**config.mk**
```make
export PLATFORM = sky130hd
export DESIGN_NAME = rob_commit_unit
export DESIGN_NICKNAME = d
export VERILOG_FILES = /design/src/rtl/rob_commit_unit_pkg.sv /design/src/rtl/rob_commit_unit_query_port.sv /design/src/rtl/rob_commit_unit.sv
export SDC_FILE = /design/constraint.sdc
export NUM_CORES = 2
export LEC_CHECK = 0
export CAP_MARGIN = 20
export CELL_PAD_IN_SITES_DETAIL_PLACEMENT = 1
export CELL_PAD_IN_SITES_GLOBAL_PLACEMENT = 1
export CORE_UTILIZATION = 55
export CTS_CLUSTER_DIAMETER = 30
export DETAILED_ROUTE_END_ITERATION = 8
export GPL_TIMING_DRIVEN = 1
export PLACE_DENSITY_LB_ADDON = 0.1
export SYNTH_ARGS = -nofsm -noshare
export SYNTH_HDL_FRONTEND = slang
export SYNTH_SLANG_ARGS = --single-unit
```
**constraint.sdc**
```tcl
create_clock -name clk -period 105.5 [get_ports clk]
set_clock_uncertainty 0.1 [all_clocks]
set_input_delay 10.55 -clock clk [delete_from_list [all_inputs] [get_ports clk]]
set_output_delay 10.55 -clock clk [all_outputs]
set_load 0.005 [all_outputs]
```
**src/rtl/rob_commit_unit_pkg.sv**
```systemverilog
// Shared constants, state encoding and tag/index helpers for the reorder buffer.
// Tags are 1-based (tag 0 = no dependency); entry index i carries tag i+1.
package rob_commit_unit_pkg;

    localparam int ROB_SIZE = 16;
    localparam int TAG_W    = 5;
    localparam int REG_W    = 5;
    localparam int DATA_W   = 32;
    localparam int IDX_W    = $clog2(ROB_SIZE);
    localparam int CNT_W    = $clog2(ROB_SIZE) + 1;

    localparam logic [TAG_W-1:0] TAG_NONE = 5'd0;

    typedef enum logic {
        ST_RUN   = 1'b0,
        ST_FLUSH = 1'b1
    } rob_state_e;

    function automatic logic [TAG_W-1:0] idx_to_tag(input logic [IDX_W-1:0] idx);
        return TAG_W'(idx) + TAG_W'(1);
    endfunction

    function automatic logic [IDX_W-1:0] tag_to_idx(input logic [TAG_W-1:0] tag);
        return IDX_W'(tag - TAG_W'(1));
    endfunction

    function automatic logic tag_in_range(input logic [TAG_W-1:0] tag);
        return (tag != TAG_NONE) && (tag <= TAG_W'(ROB_SIZE));
    endfunction

    function automatic logic [IDX_W-1:0] next_idx(input logic [IDX_W-1:0] idx);
        return (idx == IDX_W'(ROB_SIZE - 1)) ? IDX_W'(0) : idx + IDX_W'(1);
    endfunction

endpackage

```
**src/rtl/rob_commit_unit_query_port.sv**
```systemverilog
// Combinational operand lookup by rename tag, with same-cycle CDB bypass.
module rob_query_port
    import rob_commit_unit_pkg::*;
(
    input  logic [TAG_W-1:0]                query_tag,
    input  logic [ROB_SIZE-1:0]             busy,
    input  logic [ROB_SIZE-1:0]             ready,
    input  logic [ROB_SIZE-1:0][DATA_W-1:0] data,
    input  logic                            cdb_valid,
    input  logic [TAG_W-1:0]                cdb_tag,
    input  logic [DATA_W-1:0]               cdb_data,
    output logic                            query_ready,
    output logic [DATA_W-1:0]               query_data
);

    logic [IDX_W-1:0] idx_s;

    assign idx_s = tag_to_idx(query_tag);

    // Lookup: unknown or free tags report not-ready; a matching broadcast wins over storage.
    always_comb begin
        query_ready = 1'b0;
        query_data  = 32'd0;
        if (tag_in_range(query_tag) && busy[idx_s]) begin
            if (cdb_valid && (cdb_tag == query_tag)) begin
                query_ready = 1'b1;
                query_data  = cdb_data;
            end else begin
                query_ready = ready[idx_s];
                query_data  = data[idx_s];
            end
        end else begin
            query_ready = 1'b0;
            query_data  = 32'd0;
        end
    end

endmodule

```
**src/rtl/rob_commit_unit.sv**
```systemverilog
// Reorder buffer: in-order allocation and retirement, CDB result capture,
// and branch-misprediction flush one cycle after the offending commit.
module rob_commit_unit
    import rob_commit_unit_pkg::*;
(
    input  logic              clk,
    input  logic              rst,
    input  logic              rdy,
    input  logic              dispatch_valid,
    input  logic [REG_W-1:0]  dispatch_dest,
    input  logic              dispatch_is_branch,
    input  logic              dispatch_pred_taken,
    input  logic              dispatch_is_store,
    input  logic              dispatch_ready,
    input  logic [DATA_W-1:0] dispatch_data,
    output logic              rob_full,
    output logic [TAG_W-1:0]  rob_next_tag,
    input  logic              cdb_valid,
    input  logic [TAG_W-1:0]  cdb_tag,
    input  logic [DATA_W-1:0] cdb_data,
    input  logic              cdb_taken,
    input  logic [DATA_W-1:0] cdb_target,
    input  logic [TAG_W-1:0]  query_tag1,
    input  logic [TAG_W-1:0]  query_tag2,
    output logic              query_ready1,
    output logic              query_ready2,
    output logic [DATA_W-1:0] query_data1,
    output logic [DATA_W-1:0] query_data2,
    output logic              rob_valid,
    output logic [REG_W-1:0]  dest,
    output logic [TAG_W-1:0]  dest_depend,
    output logic [DATA_W-1:0] rob_data,
    output logic              wrong_commit,
    output logic [DATA_W-1:0] flush_pc,
    output logic              store_commit,
    output logic [TAG_W-1:0]  store_commit_tag
);

    logic [ROB_SIZE-1:0]             busy_q, busy_d, ready_q, ready_d;
    logic [ROB_SIZE-1:0]             is_branch_q, is_branch_d, pred_q, pred_d;
    logic [ROB_SIZE-1:0]             taken_q, taken_d, is_store_q, is_store_d;
    logic [ROB_SIZE-1:0][REG_W-1:0]  ent_dest_q, ent_dest_d;
    logic [ROB_SIZE-1:0][DATA_W-1:0] ent_data_q, ent_data_d, ent_target_q, ent_target_d;
    logic [IDX_W-1:0]                head_q, head_d, tail_q, tail_d, cdb_idx_s;
    logic [CNT_W-1:0]                count_q, count_d;
    rob_state_e                      state_q, state_d;
    logic [DATA_W-1:0]               redirect_q, redirect_d;
    logic                            rob_valid_q, rob_valid_d, wrong_commit_q, wrong_commit_d;
    logic                            store_commit_q, store_commit_d;
    logic [REG_W-1:0]                dest_q, dest_d;
    logic [TAG_W-1:0]                dest_depend_q, dest_depend_d, store_tag_q, store_tag_d;
    logic [DATA_W-1:0]               rob_data_q, rob_data_d, flush_pc_q, flush_pc_d;
    logic                            full_s, commit_s, accept_s, cdb_hit_s, mispredict_s;

    // Full is judged on registered count, so a same-cycle commit never frees a slot early.
    assign full_s       = (count_q == CNT_W'(ROB_SIZE)) || (state_q == ST_FLUSH);
    assign commit_s     = rdy && (state_q == ST_RUN) && busy_q[head_q] && ready_q[head_q];
    assign accept_s     = rdy && dispatch_valid && !full_s;
    assign cdb_idx_s    = tag_to_idx(cdb_tag);
    assign cdb_hit_s    = rdy && (state_q == ST_RUN) && cdb_valid && tag_in_range(cdb_tag)
                          && busy_q[cdb_idx_s];
    assign mispredict_s = is_branch_q[head_q] && (taken_q[head_q] != pred_q[head_q]);

    // Next-state: flush, or commit / CDB capture / dispatch, all gated by rdy.
    always_comb begin
        busy_d = busy_q;           ready_d = ready_q;
        is_branch_d = is_branch_q; pred_d = pred_q;
        taken_d = taken_q;         is_store_d = is_store_q;
        ent_dest_d = ent_dest_q;   ent_data_d = ent_data_q;
        ent_target_d = ent_target_q;
        head_d = head_q;           tail_d = tail_q;
        count_d = count_q;         state_d = state_q;
        redirect_d = redirect_q;
        rob_valid_d = 1'b0;        wrong_commit_d = 1'b0;
        store_commit_d = 1'b0;     store_tag_d = store_tag_q;
        dest_d = dest_q;           dest_depend_d = dest_depend_q;
        rob_data_d = rob_data_q;   flush_pc_d = flush_pc_q;
        if (rdy && (state_q == ST_FLUSH)) begin
            wrong_commit_d = 1'b1;
            flush_pc_d     = redirect_q;
            busy_d         = '0;
            head_d         = '0;
            tail_d         = '0;
            count_d        = '0;
            state_d        = ST_RUN;
        end else begin
            if (commit_s) begin
                rob_valid_d    = 1'b1;
                dest_d         = ent_dest_q[head_q];
                dest_depend_d  = idx_to_tag(head_q);
                rob_data_d     = ent_data_q[head_q];
                store_commit_d = is_store_q[head_q];
                store_tag_d    = is_store_q[head_q] ? idx_to_tag(head_q) : store_tag_q;
                busy_d[head_q] = 1'b0;
                head_d         = next_idx(head_q);
                state_d        = mispredict_s ? ST_FLUSH : ST_RUN;
                redirect_d     = mispredict_s ? ent_target_q[head_q] : redirect_q;
            end else begin
                rob_valid_d    = 1'b0;
            end
            if (cdb_hit_s) begin
                ready_d[cdb_idx_s]      = 1'b1;
                ent_data_d[cdb_idx_s]   = cdb_data;
                taken_d[cdb_idx_s]      = cdb_taken;
                ent_target_d[cdb_idx_s] = cdb_target;
            end else begin
                ready_d[cdb_idx_s]      = ready_q[cdb_idx_s];
            end
            // A branch known at dispatch defaults its outcome to the prediction.
            if (accept_s) begin
                busy_d[tail_q]       = 1'b1;
                ready_d[tail_q]      = dispatch_ready;
                ent_dest_d[tail_q]   = dispatch_dest;
                ent_data_d[tail_q]   = dispatch_data;
                is_branch_d[tail_q]  = dispatch_is_branch;
                pred_d[tail_q]       = dispatch_pred_taken;
                taken_d[tail_q]      = dispatch_pred_taken;
                is_store_d[tail_q]   = dispatch_is_store;
                ent_target_d[tail_q] = 32'd0;
                tail_d               = next_idx(tail_q);
            end else begin
                tail_d               = tail_q;
            end
            case ({accept_s, commit_s})
                2'b10:   count_d = count_q + CNT_W'(1);
                2'b01:   count_d = count_q - CNT_W'(1);
                default: count_d = count_q;
            endcase
        end
    end

    // Control and output registers with synchronous reset.
    always_ff @(posedge clk) begin
        if (rst) begin
            busy_q <= '0;          head_q <= '0;          tail_q <= '0;
            count_q <= '0;         state_q <= ST_RUN;     redirect_q <= 32'd0;
            rob_valid_q <= 1'b0;   wrong_commit_q <= 1'b0; store_commit_q <= 1'b0;
            store_tag_q <= 5'd0;   dest_q <= 5'd0;        dest_depend_q <= 5'd0;
            rob_data_q <= 32'd0;   flush_pc_q <= 32'd0;
        end else begin
            busy_q <= busy_d;      head_q <= head_d;      tail_q <= tail_d;
            count_q <= count_d;    state_q <= state_d;    redirect_q <= redirect_d;
            rob_valid_q <= rob_valid_d; wrong_commit_q <= wrong_commit_d;
            store_commit_q <= store_commit_d; store_tag_q <= store_tag_d;
            dest_q <= dest_d;      dest_depend_q <= dest_depend_d;
            rob_data_q <= rob_data_d; flush_pc_q <= flush_pc_d;
        end
    end

    // Entry payload; only meaningful while busy, so it needs no reset.
    always_ff @(posedge clk) begin
        ready_q <= ready_d;         is_branch_q <= is_branch_d;
        pred_q <= pred_d;           taken_q <= taken_d;
        is_store_q <= is_store_d;   ent_dest_q <= ent_dest_d;
        ent_data_q <= ent_data_d;   ent_target_q <= ent_target_d;
    end

    rob_query_port u_query1 (
        .query_tag (query_tag1), .busy (busy_q), .ready (ready_q), .data (ent_data_q),
        .cdb_valid (cdb_valid), .cdb_tag (cdb_tag), .cdb_data (cdb_data),
        .query_ready (query_ready1), .query_data (query_data1)
    );

    rob_query_port u_query2 (
        .query_tag (query_tag2), .busy (busy_q), .ready (ready_q), .data (ent_data_q),
        .cdb_valid (cdb_valid), .cdb_tag (cdb_tag), .cdb_data (cdb_data),
        .query_ready (query_ready2), .query_data (query_data2)
    );

    assign rob_full         = full_s;
    assign rob_next_tag     = idx_to_tag(tail_q);
    assign rob_valid        = rob_valid_q;
    assign dest             = dest_q;
    assign dest_depend      = dest_depend_q;
    assign rob_data         = rob_data_q;
    assign wrong_commit     = wrong_commit_q;
    assign flush_pc         = flush_pc_q;
    assign store_commit     = store_commit_q;
    assign store_commit_tag = store_tag_q;

endmodule

```
---- Yosys cells after proc, flatten, opt, wreduce, memory -nomap -nowiden ----
Index checks and enable logic that the tools add are counted.
storage, ports and cells
  bits in registers ....................... 1328
  logic and storage cells ................. 222
  output and inout port bits .............. 154
  input bits .............................. 126
operators by class
  bitwise logic cells ..................... 9
  add/subtract/negate cells ............... 9
  multiplexer cells ....................... 86
  magnitude comparators ................... 11
  reduce and logical (&&, ||, !) cells .... 32
  equality and inequality tests ........... 8
operators with widths
  kind                                                               count
  2-to-1 mux 512 bit                                                 6
  bitwise mux 512 bit                                                3
  bitwise AND 512 bit                                                1
  binary-select mux 32 bit (select 4 bit)                            4
  inverter 512 bit                                                   1
  2-to-1 mux 32 bit                                                  10
  demux 32 bit (select 4 bit)                                        2
  2-to-1 mux 16 bit                                                  9
  bitwise mux 16 bit                                                 7
  bitwise mux 80 bit                                                 1
  binary-select mux 1 bit (select 4 bit)                             12
  bitwise OR 16 bit                                                  2
  < comparator 4 x 5 -> 1 bit, second input constant                 5
  2-to-1 mux 1 bit                                                   22
  binary-select mux 5 bit (select 4 bit)                             1
  demux 5 bit (select 4 bit)                                         1
  logical AND 1 bit                                                  20
  bitwise AND 16 bit                                                 1
  inverter 16 bit                                                    1
  <= comparator 5 bit, second input constant                         3
  nonzero test 5 bit                                                 3
  demux 1 bit (select 4 bit)                                         3
  greater-or-equal comparator 4 x 1 -> 1 bit, second input constant  3
  subtractor 4 x 1 -> 4 bit, second input constant                   3
  other kinds (21)                                                   31

---- Longest topological paths before layout ----
  depth in word-level cells ............... 10
  gate-level depth with buffers ........... 19
  gate-level depth less buffers ........... 14

---- Modules after synthesis ----
Synthesis repeated with hierarchy kept, for this count alone.
unflattened totals
  cells, all modules ...................... 7681
  area total of the unflattened synthesis .. 79527.5 µm²
modules (own cells, without submodules)
  module           cells an instance  area an instance (µm²)  sequential area each (µm²)  times used
  rob_commit_unit  6407               69685.6                 38436.9                     1
  rob_query_port   637                4921.0                  0.0                         2

---- Worst setup path before layout ----
No wires, ideal clock.
  path type ............................... in2reg
  start point ............................. input rdy
  end point ............................... register ent_data_q[0] (netlist bit) (enable)
  library setup time ...................... 1832 ps
  path slack .............................. 64057 ps
  path buffers ............................ 2
  stages .................................. 4
  required time ........................... 103568 ps
  arrival ................................. 39512 ps
  cell sequence ........................... and2_1 -> clkbuf_1 -> clkinv_1 -> clkbuf_1
between the ends
  cells in the longest elaborated chain, start to end .. 1
ends and longest elaborated chain
  item                  RTL line                RTL
  from (decl)           rob_commit_unit.sv:8    input logic rdy,
  logical AND 1 bit     rob_commit_unit.sv:78   if (rdy && (state_q == ST_FLUSH)) begin
  to (signal assigned)  rob_commit_unit.sv:155  ent_data_q <= ent_data_d; ent_target_q <= ent_target_d;
  to (decl)             rob_commit_unit.sv:43   logic [ROB_SIZE-1:0][DATA_W-1:0] ent_data_q, ent_data_d, ent_target_q, ent_target_d;
Every way passes these cells.
A chain may end at the register's enable or synchronous reset.

---- Worst setup path in the final report ----
  start point ............................. input query_tag2[0]
  end point ............................... output query_data2[23]
between the ends
  cells in the longest elaborated chain, start to end .. 5
  elaborated cells between the ends (all ways) .. 13
  those cells by class .................... 1 x add/sub; 1 x order compare; 1 x eq/ne; 6 x mux; 4 x reduce/logical
ends and longest elaborated chain
  item                                                                                               RTL line                                                            RTL
  from (decl)                                                                                        rob_commit_unit.sv:24                                               input logic [TAG_W-1:0] query_tag2,
  subtractor 4 x 1 -> 4 bit                                                                          rob_commit_unit_pkg.sv:24                                           return IDX_W'(tag - TAG_W'(1));
  binary-select mux 32 bit (select 4 bit) or binary-select mux 1 bit (select 4 bit) (tied branches)  rob_commit_unit_query_port.sv:30, rob_commit_unit_query_port.sv:24
  2-to-1 mux 32 bit (not written as such) or 2-to-1 mux 1 bit (tied branches)                        rob_commit_unit_query_port.sv:30, rob_commit_unit_query_port.sv:24
  2-to-1 mux 32 bit or logical AND 1 bit (tied branches)                                             rob_commit_unit_query_port.sv:25, rob_commit_unit_query_port.sv:24
  2-to-1 mux 32 bit (*)                                                                              rob_commit_unit_query_port.sv:24                                    if (tag_in_range(query_tag) && busy[idx_s]) begin
  to (decl)                                                                                          rob_commit_unit.sv:28                                               output logic [DATA_W-1:0] query_data2,
Mark *: on every way between the ends. The rest lies on a longest branch, timed or not. The select of a mux whose other input is x is not followed.

==> impl_metrics.ini <==
[logic_synthesis]
ys_ff_latch = 1328
async_flop_share = 0
ys.flop_type = edfxtp_1
synth_cell_types = 52
syn-num-nets = 6889
synth_area_sq_mm = 0.0788
ys_seq_area_frac = 0.488
synth_edf_count = 1184
post_synth.cell_area_avg_sq_um = 11.7
syn_inst = 6743
yosysWarnings = 0

[sta]
slew-limit-headroom = 0.121
layout_setup_ws_ns = 79.34
setup-tns-final_ns = 0
tightest_slew_ns = 1.32
rsz0062_at_grt = false
timing.final.crit_period_ns = 26.16
worst_hold_slack_ns = 0.337
finalMaxSlewViolations = 0
setup_viol = 0
hold_viol = 0
fmax_mhz = 38.2
min_period_over_period = 0.248

[clock_tree]
numCtsBuffers = 348
cts_setup_buffers = 0
hold_buffers = 0
cts_tree = yes
h-tree-depth = 5
clkSlewWorstSetupHoldPaths_ns = 0.05
cts_resized = 0
clockBufferDepth = 4
clk_latency_ns = 0.94
clock_sinks = 1328
clockRootBuffer = clkbuf_16

[placed_design]
dpl.hpwl_um = 167000
portBuffers = 279
place_congestion = 0.903
dp_slack_ns = 79.47

[cells_and_area]
drive_above_1_share = 0.207
syn_to_final_growth_pct = 19.1
nNetsFinal = 6892
post-route-util = 0.662

[run_status]
status = finished clean

[global_routing]
grt_max_degree = 204
grtUsageTotal = 0.445
grt_overflow = 0
grt_pass1_wl_um = 473000
antenna_found_initial = 26
grt_pass1_vias = 70062

[floorplan]
core-area_sq_mm = 0.142
chipWidth_um = 380
initial_core_util = 0.556
io_pins = 280
rows = 138
chipHeight_um = 380
die_area_sq_mm = 0.145

[min_path]
hp-class = reg2reg

[setup_path]
end_kind = output port
crit_fanout = 65
required_ns = 94.85
cp-start-kind = primary input
worstSetupPathType = in2out
critPathArrivalTime_ns = 15.51

[job]
drv_cap = 0

[routing]
drt_iter0_drc = 10216
vias = 65964
drt-wirelength-per-cell_um = 36.4
firstDrtPassIters = 6
via_per_inst = 7.39
drc = 0
ant_nets = 0
routed_wirelength_um = 325000

[power]
peakVddDrop_uv = 19.0
leakage_uw = 0.0331
pwr_density_cell_mw_per_mm2 = 27.4
## state kept, by name, summed over array words and instances, names as in the netlist, 32 cells and up
register      cells
ent_dest_q       80
flush_pc         32
ent_target_q    512
rob_data         32
redirect_q       32
ent_data_q      512
## stage by stage
stage          power [uW]  cells  cell area, sq um
2_1_floorplan        1290   6743             78800
3_3_place_gp         1410   8284             82100
3_5_place_dp         1460   8284             82100
4_1_cts              2550   8908             93800
5_1_grt              2640   8922             93800
6_report             2570   8927             93800
## layer usage
layer  GRT usage  share of wire  routed length (um)  vias to the layer above
met4       0.310          0.075               24400                       18
met2       0.688           0.46              150000                     5665
met1       0.544           0.33              109000                    33391
met3       0.122           0.13               42400                     1600
li1            -              -                   -                    25290
met5           0        0.00039                 126                        -
## synthesized netlist by cell type (65+ instances only)
cell type	number	area (sq um)
edfxtp_1	1184	35600
buf_2	124	621
mux4_2	719	16200
nand2_1	1443	5420
clkbuf_1	502	1880
a21oi_1	490	2450
dfxtp_1	144	2880
buf_1	65	244
o21ai_0	277	1390
nor2_1	623	2340
mux2i_1	594	5950
a31oi_1	222	1390
## power breakdown
| group | switching, uW | internal, uW | total (uW) | leakage (uW) |
|---|---|---|---|---|
| clock | 337 | 736 | 1070 | 0.00561 |
| sequential | 182 | 825 | 1010 | 0.0146 |
| combinational | 223 | 269 | 492 | 0.0129 |
## path summary, 6_finish.rpt
kind                     endpoint  slack [ns]      startpoint  cells after the start
setup / recovery  query_data2[23]       79.34   query_tag2[0]                     10
hold reg to reg      flush_pc[21]        0.34  redirect_q[21]                      2
hold / removal       flush_pc[21]        0.34  redirect_q[21]                      2
setup reg to reg       count_q[4]       98.76       head_q[1]                     15
## layout by cell type, fill, tap and decap left out, types with 5 or more instances in the layout
cell type / instances
clkinv_2: 47
clkinvlp_4: 34
mux2_2: 8
clkbuf_1: 63
inv_1: 18
and2_1: 9
a31oi_1: 222
dfxtp_1: 140
edfxtp_1: 1184
clkdlybuf4s50_1: 276
inv_2: 7
clkbuf_8: 22
nand2_1: 1437
bufinv_16: 44
xnor2_1: 9
a21oi_1: 490
clkinv_4: 14
a311oi_1: 9
clkinv_1: 32
nor2b_1: 6
mux4_2: 719
a211oi_1: 5
mux2i_1: 594
o21ai_0: 277
a21o_1: 9
xor2_1: 17
clkbuf_16: 357
diode_2: 17
nor2_1: 623
ha_1: 18
nand3_1: 48
inv_6: 17
nand3_4: 13
xnor2_2: 5
nor3_1: 9
o21ai_1: 46
buf_4: 109
and3_4: 5
## logic make-up after synthesis
| group | share of synthesized area |
|---|---|
| fa+ha+maj | 0.00318 |
| flops | 0.488 |
| simple gates | 0.108 |
| mux | 0.282 |
| buf+inv | 0.0419 |
| xor+xnor | 0.00356 |
| compound gates | 0.0730 |
## layout make-up
type                       instances  area, sq um
fill                           13500        47900
timing repair buffer             393         3710
antenna                           17         42.5
clock inverter                   182         2180
inverter                          36          186
tap                             1890         2360
sequential                      1328        38500
clock buffer                     442         9470
multi-input combinational       4639        37400
## worst max-delay path, cell delays in order
cell	delay [ns]
buf_8	0.57
inv_1	0.22
ha_4	0.87
buf_4	0.67
buf_4	0.73
mux4_2	0.42
mux4_2	0.49
mux2i_1	0.15
nor2_1	0.08
clkdlybuf4s50_1	0.53
Note: power is estimated with default switching activity, not from simulation.
